$ cat src/rtl/ps2_pkg.sv
// Shared constants and types for the PS/2 keyboard front end.
// Latency: n/a (declarations only).
// Backpressure: n/a.
//
// Contents:
//   PS2_EXT / PS2_BRK / PS2_PAUSE : scan-code set 2 prefix bytes
//   PS2_IGNORED                   : controller replies and idle bytes the decoder drops
//   dec_state_e                   : prefix decoder states
//   is_ignored()                  : membership test against PS2_IGNORED
package ps2_pkg;

   localparam logic [7:0] PS2_EXT   = 8'hE0;
   localparam logic [7:0] PS2_BRK   = 8'hF0;
   localparam logic [7:0] PS2_PAUSE = 8'hE1;

   // Pause/Break sends E1 followed by seven more bytes that carry no key info.
   localparam int unsigned PS2_PAUSE_SKIP = 7;

   // Bytes that are keyboard status/ack traffic rather than key codes.
   localparam int unsigned PS2_N_IGNORED = 7;
   localparam logic [7:0] PS2_IGNORED [PS2_N_IGNORED] = '{
      8'h00, 8'hAA, 8'hEE, 8'hFA, 8'hFC, 8'hFE, 8'hFF
   };

   typedef enum logic [2:0] {
      IDLE,
      EXT,
      BRK,
      EXT_BRK,
      PAUSE
   } dec_state_e;

   function automatic logic is_ignored(input logic [7:0] b);
      logic hit;
      hit = 1'b0;
      for (int i = 0; i < PS2_N_IGNORED; i++) begin
         if (b == PS2_IGNORED[i]) begin
            hit = 1'b1;
         end
      end
      return hit;
   endfunction

endpackage

$ cat src/rtl/ps2_frame_rx.sv
// PS/2 line conditioning and 11-bit frame deserializer.
// Latency: byte_vld_o/frame_err_o register 1 clk after the filtered bit-10 falling edge.
// Backpressure: none; byte_vld_o is a one-cycle pulse the consumer must take.
//
// Ports:
//   clk_i, rst_i     : system clock, async active-high reset
//   ps2_clk_i        : raw PS/2 clock line (asynchronous)
//   ps2_data_i       : raw PS/2 data line (asynchronous)
//   byte_o           : last good data byte (held until the next good frame)
//   byte_vld_o       : one-cycle pulse, byte_o is new
//   frame_err_o      : one-cycle pulse on parity or stop-bit failure
//   wd_abort_o       : one-cycle pulse when a stalled frame is abandoned
//
// Optional: define PS2_WATCHDOG_EN to build the mid-frame inactivity watchdog.
module ps2_frame_rx #(
   parameter int FILTER_LEN  = 8,
   parameter int TIMEOUT_CYC = 24000
) (
   input  logic       clk_i,
   input  logic       rst_i,
   input  logic       ps2_clk_i,
   input  logic       ps2_data_i,
   output logic [7:0] byte_o,
   output logic       byte_vld_o,
   output logic       frame_err_o,
   output logic       wd_abort_o
);

   localparam int FW = $clog2(FILTER_LEN + 1);

   // Index 0 carries the PS/2 clock, index 1 the PS/2 data.
   logic [1:0]         sync1_q, sync2_q;
   logic [1:0]         filt_q, filt_d;
   logic [1:0][FW-1:0] fcnt_q, fcnt_d;

   logic               clk_fd_q;
   logic               fall;
   logic               data_bit;

   logic [3:0]         bit_cnt_q, bit_cnt_d;
   logic [8:0]         sr_q, sr_d;
   logic [7:0]         byte_q, byte_d;
   logic               vld_q, vld_d;
   logic               err_q, err_d;

   // ------------------------------------------------------------------
   // Stability filter: a line level is accepted only after FILTER_LEN
   // consecutive synchronized samples disagree with the current filtered
   // level. Any agreeing sample restarts the count, so short glitches die.
   // ------------------------------------------------------------------
   always_comb begin
      filt_d = filt_q;
      fcnt_d = '0;
      for (int i = 0; i < 2; i++) begin
         if (sync2_q[i] != filt_q[i]) begin
            if (fcnt_q[i] == FW'(FILTER_LEN - 1)) begin
               filt_d[i] = sync2_q[i];
            end else begin
               fcnt_d[i] = fcnt_q[i] + 1'b1;
            end
         end
      end
   end

   assign fall     = clk_fd_q & ~filt_q[0];
   assign data_bit = filt_q[1];

`ifdef PS2_WATCHDOG_EN
   localparam int WW = $clog2(TIMEOUT_CYC + 1);

   logic          any_edge;
   logic          wd_hit;
   logic [WW-1:0] wd_cnt_q, wd_cnt_d;
   logic          wd_abort_q;

   assign any_edge = clk_fd_q ^ filt_q[0];
   assign wd_hit   = (bit_cnt_q != 4'd0) && !any_edge && (wd_cnt_q == WW'(TIMEOUT_CYC));

   always_comb begin
      wd_cnt_d = wd_cnt_q;
      if (bit_cnt_q == 4'd0 || any_edge || wd_hit) begin
         wd_cnt_d = '0;
      end else begin
         wd_cnt_d = wd_cnt_q + 1'b1;
      end
   end

   always_ff @(posedge clk_i or posedge rst_i) begin
      if (rst_i) begin
         wd_cnt_q   <= '0;
         wd_abort_q <= 1'b0;
      end else begin
         wd_cnt_q   <= wd_cnt_d;
         wd_abort_q <= wd_hit;
      end
   end

   assign wd_abort_o = wd_abort_q;
`else
   assign wd_abort_o = 1'b0;
`endif

   // ------------------------------------------------------------------
   // Deserializer: bit 0 start, bits 1-8 data LSB first, bit 9 odd
   // parity, bit 10 stop. A high "start bit" is line noise or a stray
   // edge and is dropped without leaving the idle position.
   // ------------------------------------------------------------------
   always_comb begin
      bit_cnt_d = bit_cnt_q;
      sr_d      = sr_q;
      byte_d    = byte_q;
      vld_d     = 1'b0;
      err_d     = 1'b0;
      if (fall) begin
         if (bit_cnt_q == 4'd0) begin
            if (!data_bit) begin
               bit_cnt_d = 4'd1;
            end
         end else if (bit_cnt_q == 4'd10) begin
            bit_cnt_d = 4'd0;
            // XOR over data+parity is 1 exactly when parity is odd.
            if ((^sr_q) && data_bit) begin
               vld_d  = 1'b1;
               byte_d = sr_q[7:0];
            end else begin
               err_d = 1'b1;
            end
         end else begin
            sr_d      = {data_bit, sr_q[8:1]};
            bit_cnt_d = bit_cnt_q + 4'd1;
         end
      end
`ifdef PS2_WATCHDOG_EN
      if (wd_hit) begin
         bit_cnt_d = 4'd0;
      end
`endif
   end

   always_ff @(posedge clk_i or posedge rst_i) begin
      if (rst_i) begin
         sync1_q   <= 2'b11;
         sync2_q   <= 2'b11;
         filt_q    <= 2'b11;
         fcnt_q    <= '0;
         clk_fd_q  <= 1'b1;
         bit_cnt_q <= 4'd0;
         sr_q      <= '0;
         byte_q    <= '0;
         vld_q     <= 1'b0;
         err_q     <= 1'b0;
      end else begin
         sync1_q   <= {ps2_data_i, ps2_clk_i};
         sync2_q   <= sync1_q;
         filt_q    <= filt_d;
         fcnt_q    <= fcnt_d;
         clk_fd_q  <= filt_q[0];
         bit_cnt_q <= bit_cnt_d;
         sr_q      <= sr_d;
         byte_q    <= byte_d;
         vld_q     <= vld_d;
         err_q     <= err_d;
      end
   end

   assign byte_o      = byte_q;
   assign byte_vld_o  = vld_q;
   assign frame_err_o = err_q;

endmodule

$ cat src/rtl/ps2_key_encoder.sv
// PS/2 keyboard to ps2_key event word: filters/deserializes frames and collapses set-2 prefixes.
// Latency: ps2_key/key_strobe update 2 clk_sys after the filtered bit-10 falling edge.
// Backpressure: none; each key_strobe is a one-cycle pulse and ps2_key holds until the next event.
//
// Ports:
//   clk_sys      : system clock (12 MHz nominal)
//   RESET        : async active-high reset
//   ps2_clk_in   : raw PS/2 clock line
//   ps2_data_in  : raw PS/2 data line
//   ps2_key      : [10] toggle, [9] pressed, [8] extended, [7:0] scan code
//   key_strobe   : one-cycle pulse with every ps2_key update
//   frame_err    : one-cycle pulse on parity or stop-bit error
//
// Optional: define PS2_WATCHDOG_EN to abandon frames stalled for TIMEOUT_CYC cycles.
module ps2_key_encoder #(
   parameter int FILTER_LEN  = 8,
   parameter int TIMEOUT_CYC = 24000
) (
   input  logic        clk_sys,
   input  logic        RESET,
   input  logic        ps2_clk_in,
   input  logic        ps2_data_in,
   output logic [10:0] ps2_key,
   output logic        key_strobe,
   output logic        frame_err
);

   import ps2_pkg::*;

   logic [7:0] rx_byte;
   logic       rx_vld;
   logic       rx_err;
   logic       wd_abort;

   dec_state_e state_q;
   logic [2:0] skip_q;
   logic [10:0] key_q;
   logic       strobe_q;

   ps2_frame_rx #(
      .FILTER_LEN  (FILTER_LEN),
      .TIMEOUT_CYC (TIMEOUT_CYC)
   ) u_rx (
      .clk_i       (clk_sys),
      .rst_i       (RESET),
      .ps2_clk_i   (ps2_clk_in),
      .ps2_data_i  (ps2_data_in),
      .byte_o      (rx_byte),
      .byte_vld_o  (rx_vld),
      .frame_err_o (rx_err),
      .wd_abort_o  (wd_abort)
   );

   // ------------------------------------------------------------------
   // Prefix decoder. One step per good byte; the emitted event carries
   // the prefix context accumulated in the state. The toggle bit lets a
   // consumer on a slower clock detect a new event without the strobe.
   // ------------------------------------------------------------------
   always_ff @(posedge clk_sys or posedge RESET) begin
      if (RESET) begin
         state_q  <= IDLE;
         skip_q   <= 3'd0;
         key_q    <= 11'h000;
         strobe_q <= 1'b0;
      end else begin
         strobe_q <= 1'b0;
         if (wd_abort) begin
            state_q <= IDLE;
            skip_q  <= 3'd0;
         end else if (rx_vld) begin
            case (state_q)
               IDLE: begin
                  if (rx_byte == PS2_EXT) begin
                     state_q <= EXT;
                  end else if (rx_byte == PS2_BRK) begin
                     state_q <= BRK;
                  end else if (rx_byte == PS2_PAUSE) begin
                     state_q <= PAUSE;
                     skip_q  <= 3'(PS2_PAUSE_SKIP);
                  end else if (!is_ignored(rx_byte)) begin
                     key_q    <= {~key_q[10], 1'b1, 1'b0, rx_byte};
                     strobe_q <= 1'b1;
                  end
               end
               EXT: begin
                  if (rx_byte == PS2_BRK) begin
                     state_q <= EXT_BRK;
                  end else begin
                     key_q    <= {~key_q[10], 1'b1, 1'b1, rx_byte};
                     strobe_q <= 1'b1;
                     state_q  <= IDLE;
                  end
               end
               BRK: begin
                  key_q    <= {~key_q[10], 1'b0, 1'b0, rx_byte};
                  strobe_q <= 1'b1;
                  state_q  <= IDLE;
               end
               EXT_BRK: begin
                  key_q    <= {~key_q[10], 1'b0, 1'b1, rx_byte};
                  strobe_q <= 1'b1;
                  state_q  <= IDLE;
               end
               PAUSE: begin
                  // Pause/Break has no release; its tail bytes are swallowed.
                  skip_q <= skip_q - 3'd1;
                  if (skip_q == 3'd1) begin
                     state_q <= IDLE;
                  end
               end
               default: begin
                  state_q <= IDLE;
               end
            endcase
         end
      end
   end

   assign ps2_key    = key_q;
   assign key_strobe = strobe_q;
   assign frame_err  = rx_err;

endmodule
$ cat config.mk
export PLATFORM = sky130hd
export DESIGN_NAME = ps2_key_encoder
export DESIGN_NICKNAME = d
export VERILOG_FILES = /design/src/rtl/ps2_pkg.sv /design/src/rtl/ps2_frame_rx.sv /design/src/rtl/ps2_key_encoder.sv
export SDC_FILE = /design/constraint.sdc
export NUM_CORES = 1
export LEC_CHECK = 0
export BUFFER_PORTS_ARGS = -buffer_cell sky130_fd_sc_hd__buf_2
export CELL_PAD_IN_SITES_DETAIL_PLACEMENT = 0
export CELL_PAD_IN_SITES_GLOBAL_PLACEMENT = 1
export CORE_ASPECT_RATIO = 1.75
export CORE_UTILIZATION = 48
export DETAILED_ROUTE_END_ITERATION = 8
export PLACE_DENSITY_LB_ADDON = 0.12
export SLEW_MARGIN = 20
export SYNTH_ARGS = -nofsm -noshare
export SYNTH_HDL_FRONTEND = slang
export SYNTH_SLANG_ARGS = --single-unit
export TNS_END_PERCENT = 30
$ cat constraint.sdc
create_clock -name clk_sys -period 2.16 [get_ports clk_sys]
set_input_delay 0.432 -clock clk_sys [delete_from_list [all_inputs] [get_ports clk_sys]]
set_output_delay 0.432 -clock clk_sys [all_outputs]
set_load 0.02 [all_outputs]
==> Yosys cells after proc, flatten, opt, wreduce, memory -nomap -nowiden <==
Cells that the tools add are included.
{ "classes": {"addsub": 4, "n_eq_ne": 28, "muxes": 50, "bitwise": 5, "reduce_logical": 16} }
{ "op_table": {"columns": ["operator", "count"], "rows": [
  ["8-bit == test, second input constant", 9],
  ["11-bit 2-to-1 mux", 5],
  ["11-bit one-hot mux with 4 select lines", 1],
  ["4-bit 2-to-1 mux", 7],
  ["1-bit 2-to-1 mux", 26],
  ["3-bit 2-to-1 mux", 7],
  ["2-bit != test, second input constant", 8],
  ["4-bit by 1-bit adder with 4-bit output, second input constant", 3],
  ["3-bit one-hot mux with 3 select lines", 1],
  ["9-bit parity", 1],
  ["4-bit by 3-bit == test with 1-bit output, second input constant", 2],
  ["8-bit zero test", 1],
  ["7-bit AND reduction", 1],
  ["3-bit by 1-bit == test with 1-bit output, second input constant", 2],
  ["3-bit by 2-bit == test with 1-bit output, second input constant", 2],
  ["3-bit one-hot mux with 2 select lines", 1],
  ["2-bit AND reduction", 3],
  ["3-bit AND reduction", 2],
  ["5-bit AND reduction", 1],
  ["4-bit == test, second input constant", 1],
  ["4-bit zero test", 1],
  ["4-bit != test, second input constant", 1],
  ["1-bit NOT", 4],
  ["4-bit AND reduction", 1],
  ["other kinds (11)", 12]
]} }
{ "word_totals": {"register_bits": 56, "in_bits": 4, "out_inout_bits": 13, "word_cells": 119} }

==> Longest topological paths before layout <==
{ "logic_depth": {"ltp_word": 19, "depth_mapped": 8, "depth_no_buf": 8} }

==> Cells and area by module <==
Synthesis repeated with hierarchy kept, for this count alone.
{ "hier_totals": {"cells_unflattened": 203, "hier_area_um2": 2586.2} }
{ "modules_own_cells": {"columns": ["mod", "n_inst", "cells_per_inst", "area_each_um2", "seq_area_each_um2"], "rows": [
  ["ps2_frame_rx", 1, 119, 1620.3, 959.7],
  ["ps2_key_encoder", 1, 84, 965.9, 450.4]
]} }

==> Least setup slack after synthesis <==
Ideal clock, no wire load.
{ "synth_path": {"kind": "register -> register", "startpoint": "reg u_rx.byte_q[3], in the netlist u_rx.byte_o[3]", "endpoint": "reg key_q[0], in the netlist ps2_key[0]", "setup_time_ns": 0.125, "arrival_time_ns": 1.794, "t_required_ns": 2.035, "path_slack_ns": 0.241, "path_stages_with_launch": 8, "n_path_buf": 1, "period_less_slack_ns": 1.919, "path_cell_list": "dfrtp_1 > or4_1 > o21ai_1 > a31oi_1 > o21ai_1 > a21bo_2 > buf_6 > mux2_4"} }
{ "synth_between": {"elab_chain_cells": 15, "word_cells_on_any_way": 28, "classes_between": "eq/ne (14); mux (12); reduce/logical (2)"} }
{ "synth_rtl": {"columns": ["item", "line", "rtl"], "rows": [
  ["start, declared", "ps2_frame_rx.sv:42", "logic [7:0] byte_q, byte_d;"],
  ["start signal, assigned", "ps2_frame_rx.sv:160", "byte_q <= byte_d;"],
  ["8-bit zero test", "ps2_pkg.sv:37", "if (b == PS2_IGNORED[i]) begin"],
  ["1-bit 2-to-1 mux (7 in series)", "ps2_pkg.sv:37", null],
  ["1-bit 2-to-1 mux", "ps2_key_encoder.sv:77", "end else if (rx_byte == PS2_PAUSE) begin"],
  ["1-bit 2-to-1 mux", "ps2_key_encoder.sv:75", "end else if (rx_byte == PS2_BRK) begin"],
  ["1-bit 2-to-1 mux", "ps2_key_encoder.sv:73", "if (rx_byte == PS2_EXT) begin"],
  ["1-bit 2-to-1 mux", "ps2_key_encoder.sv:71", "case (state_q)"],
  ["1-bit 2-to-1 mux", "ps2_key_encoder.sv:70", "end else if (rx_vld) begin"],
  ["2-bit != test (no line)", null, null],
  ["7-bit AND reduction (no line) *", null, null],
  ["end signal, assigned", "ps2_key_encoder.sv:81", "key_q <= {~key_q[10], 1'b1, 1'b0, rx_byte};"],
  ["end signal, assigned", "ps2_key_encoder.sv:89", "key_q <= {~key_q[10], 1'b1, 1'b1, rx_byte};"],
  ["end signal, assigned", "ps2_key_encoder.sv:95", "key_q <= {~key_q[10], 1'b0, 1'b0, rx_byte};"],
  ["end, declared", "ps2_key_encoder.sv:37", "logic [10:0] key_q;"]
]} }
Every way passes the cells marked *; elsewhere a longest branch is shown, timed or not. The select of a mux whose other input is x is not followed.
A chain may end at the register's enable or synchronous reset.

==> Worst setup path in the final report <==
{ "layout_path": {"startpoint": "reg u_rx.byte_q[2], in the netlist u_rx.byte_o[2]", "endpoint": "reg key_q[6], in the netlist ps2_key[6]"} }
Same word-level chain as after synthesis.

==> results.md <==
* Status: complete, no violations
* Switching power at approximately 640 uW
* R2R cell count at 6
* Via count of the routed design at approximately 1600
* #FFs+latches synth at 56
* Pwr/cell area at approximately 800 mW/mm^2
* CP endpoint kind: flop
* Final Setup Violations at 0
* Placed instance count at 279
* Routed length per instance at roughly 15 um
* R2R Setup Slk at between 0.1 and 0.15 ns
* Synth top area cells: dfrtp_1 49%, mux2_2 8.5%, dfstp_2 7.3%, xnor2_1 3.8%, mux2_4 3.6%
* R2R Path Start: u_rx.byte_o[2]$_DFFE_PP0P_
* Layout cell share with drive strength beyond 1 at between 30% and 40%
* Post-synthesis async set-or-reset flop share at between 90% and 100%
* Post-place instance area at 0.00268 sq mm
* Min Hold Slack at 0.111 ns
* Min-Delay Path Class: in -> async
* Switch share at between 20 and 30%
* Synth Cell Area at about 0.0025 sq mm
* Largest family of logic cells by synthesized area: multiplexers
* Post-detailed-route count of antenna-violating nets at 0
* DRC violations left at 0
* Cell taking the most area after synthesis: dfrtp_1
* Worst path max stage delay at 0.55 ns
* Worst Path Buf+Inv at 0
* Clock Skews at 0.00721 ns
* Largest net degree at the start of global routing at 38
* Internal at 1620 uW
* Synth Instances at around 210
* Critical path class: reg -> reg
* Vias per Instance at 5.62
* Critical path arrival at about 2.3 ns
* Static leakage at roughly 0.0014 uW
* Synth cell types at 42
* Synth Area in Adders at under 10%
* Num rows at 34
* Syn nets at roughly 220
* CP max FO at 6
* Total Routed Length at about 4500 um
* Max Slew Vio Count at 0
* CTS tree: built
* Max-cap viol count at 0
* Die area at 0.00553 sq mm
* Initial antenna violation count at 0
* Simple-Gate Fraction of Synth Area at between 10% and 20%
* Family with the most delay on the worst path: compound AO/OA/AOI/OAI gates
* Number of global-route vias before repair at about 1700
* Starting Density at 50.4%
* CP startpoint kind: flop
* Area Overhead vs Synth at 12.2%
* Setup TNS at 0 ns
* Final core occ at a little under three fifths
* Num CTS Buffers at 5
* Comb pwr share at a little under a fifth
* Relative slew slack at ~67%
* Post-synth top flop: dfrtp_1
* Detailed Place HPWL at ~3300 um
* Initial DRC count at 61
* Mean Syn Cell Area at 12.1 sq um
* Minimum clock period at between 2 and 2.5 ns
* Slowest CP cell: or4_1
* Ant. Diodes at 0
* H-tree levels at 2
* Core footprint at 0.00498 sq mm
* Final hold viol count at 0
* Clock power frac at about 26%
* IO Count at 17
* Multiplexer area fraction after synthesis at 12.1%
* Yosys top cell area share at ~50%
* GPL Wtd Cong at ~0.73
* Xor-xnor portion of the synthesized cell area at ~4.7%
* Clock buffer depth at 2
* Fmax at roughly 500 MHz
* First-pass GRT wire length at approximately 7700 um
* Input/output buffers at 16
* Sink Count at 56
* Die extent in y at around 98 um
* Yosys Warn Count at 0
* Final instance area at between 0.002 and 0.003 sq mm
* Overflow after GRT at 0
* Peak supply drop at around 0.00071 V
* 1st-pass router iterations at 4
* Non-filler cells, final at 291
* Clk pin slew, worst setup/hold paths at around 0.10 ns
* Post-synth EDFFs at 0
* Final period util at a little over nine tenths
* Final #Nets at 247
* Commonest cells post-synth: 49 x dfrtp_1, 19 x mux2_2, 13 x inv_1
* Least-Margin Pin Slew at 0.495 ns
* RR Endpoint: ps2_key[6]$_DFFE_PP0P_
* Synth Area in Compound Gates at under 10%
* CTS Root Buffer Type: clkbuf_8
* Seq pwr share at 56.1%
* Worst EP required at about 2.4 ns
* Seq/Total Area, Yosys at about 56%
* CP Cell Sequence: or4_1 > o21ai_1 > a31oi_1 > o21ai_2 > a21bo_4 > mux2_2
* Gr usage total at 17.8%
* Worst skew pair latency at roughly 0.3 ns
* Die W at roughly 57 um
* Most common cell in the netlist: dfrtp_1
==> how the worst max path moves through the flow <==
stage | startpoint | end | slack [ns] | depth (start not counted)
2_1_floorplan | u_rx.byte_o[3]$_DFFE_PP0P_ | ps2_key[0]$_DFFE_PP0P_ | 0.24 | 7
3_3_place_gp | u_rx.byte_o[2]$_DFFE_PP0P_ | ps2_key[7]$_DFFE_PP0P_ | 0.07 | 6
3_5_place_dp | u_rx.byte_o[2]$_DFFE_PP0P_ | ps2_key[6]$_DFFE_PP0P_ | 0.03 | 6
4_1_cts | u_rx.byte_o[2]$_DFFE_PP0P_ | ps2_key[6]$_DFFE_PP0P_ | 0.002 | 6
5_1_grt | u_rx.byte_o[2]$_DFFE_PP0P_ | ps2_key[6]$_DFFE_PP0P_ | -0.02 | 6
6_report | u_rx.byte_o[2]$_DFFE_PP0P_ | ps2_key[6]$_DFFE_PP0P_ | 0.10 | 6
==> layout make-up <==
class / instances / area [sq um]
clock inverter: 1 / 7.51
tap: 54 / 67.6
fill: 424 / 2160
inverter: 14 / 52.6
multi-input combinational: 136 / 1040
clock buffer: 7 / 86.3
timing repair buffer: 23 / 145
sequential: 56 / 1410
==> power groups by stage <==
stage	logic (uW)	clock network (uW)	registers [uW]
after detailed placement	414	0	1290
after global routing	464	633	1290
after global placement	393	0	1280
final	411	581	1270
after CTS	419	601	1270
after floorplan	316	0	1260
==> per-layer routing <==
metal | up-vias | GRT usage, % | part of all wire [%]
li1 | 782 | - | -
met1 | 832 | 18.1 | 36
met2 | 16 | 34.7 | 61
met3 | 6 | 2.93 | 1.5
met4 | 0 | 6.57 | 1.7
met5 | - | 0 | 0
==> metrics by stage <==
stage | total power (uW) | setup slack [ns]
floorplan | 1580 | 0.241
global placement | 1670 | 0.0685
detailed placement | 1710 | 0.0341
CTS | 2290 | 0.00217
global route | 2380 | -0.0182
finish | 2260 | 0.102
==> sequential cells by signal (all words and copies together), names as in the netlist <==
name	flops
ps2_key	11
u_rx.sr_q	9
u_rx.clk_fd_q	1
skip_q	3
u_rx.bit_cnt_q	4
u_rx.frame_err_o	1
key_strobe	1
u_rx.sync2_q	2
u_rx.byte_vld_o	1
u_rx.fcnt_q	8
state_q	3
u_rx.sync1_q	2
u_rx.filt_q	2
u_rx.byte_o	8
==> what timing repair did <==
| action | 4_1_cts | 5_1_grt |
|---|---|---|
| gates resized for setup | 0 | 2 |
| buffers inserted | 0 | 3 |
| hold buffers | 0 | 0 |
| setup endpoints to repair | 0 | 8 |
==> cell usage in the layout, fill, tap and decap left out, types with 3 or more instances in the layout <==
| cell type | instances |
|---|---|
| a21oi_1 | 9 |
| inv_1 | 12 |
| nand2b_1 | 3 |
| nor2_1 | 10 |
| dfstp_2 | 7 |
| nand2_1 | 11 |
| nand3_1 | 5 |
| nor3_1 | 10 |
| clkbuf_8 | 6 |
| xnor2_1 | 11 |
| o21ai_0 | 11 |
| buf_2 | 16 |
| nor2b_1 | 4 |
| mux2_2 | 19 |
| buf_4 | 6 |
| mux2_4 | 6 |
| ha_1 | 7 |
| dfrtp_1 | 49 |
==> cell families after synthesis <==
kind of cell,count (synthesis)
flip-flops,56
AND/OR/NAND/NOR,54
AO/OA/AOI/OAI,36
multiplexers,25
buffers and inverters,17
XOR/XNOR,12
adder cells (fa/ha/maj),8
No activity file was read; power rests on OpenSTA's default activity.
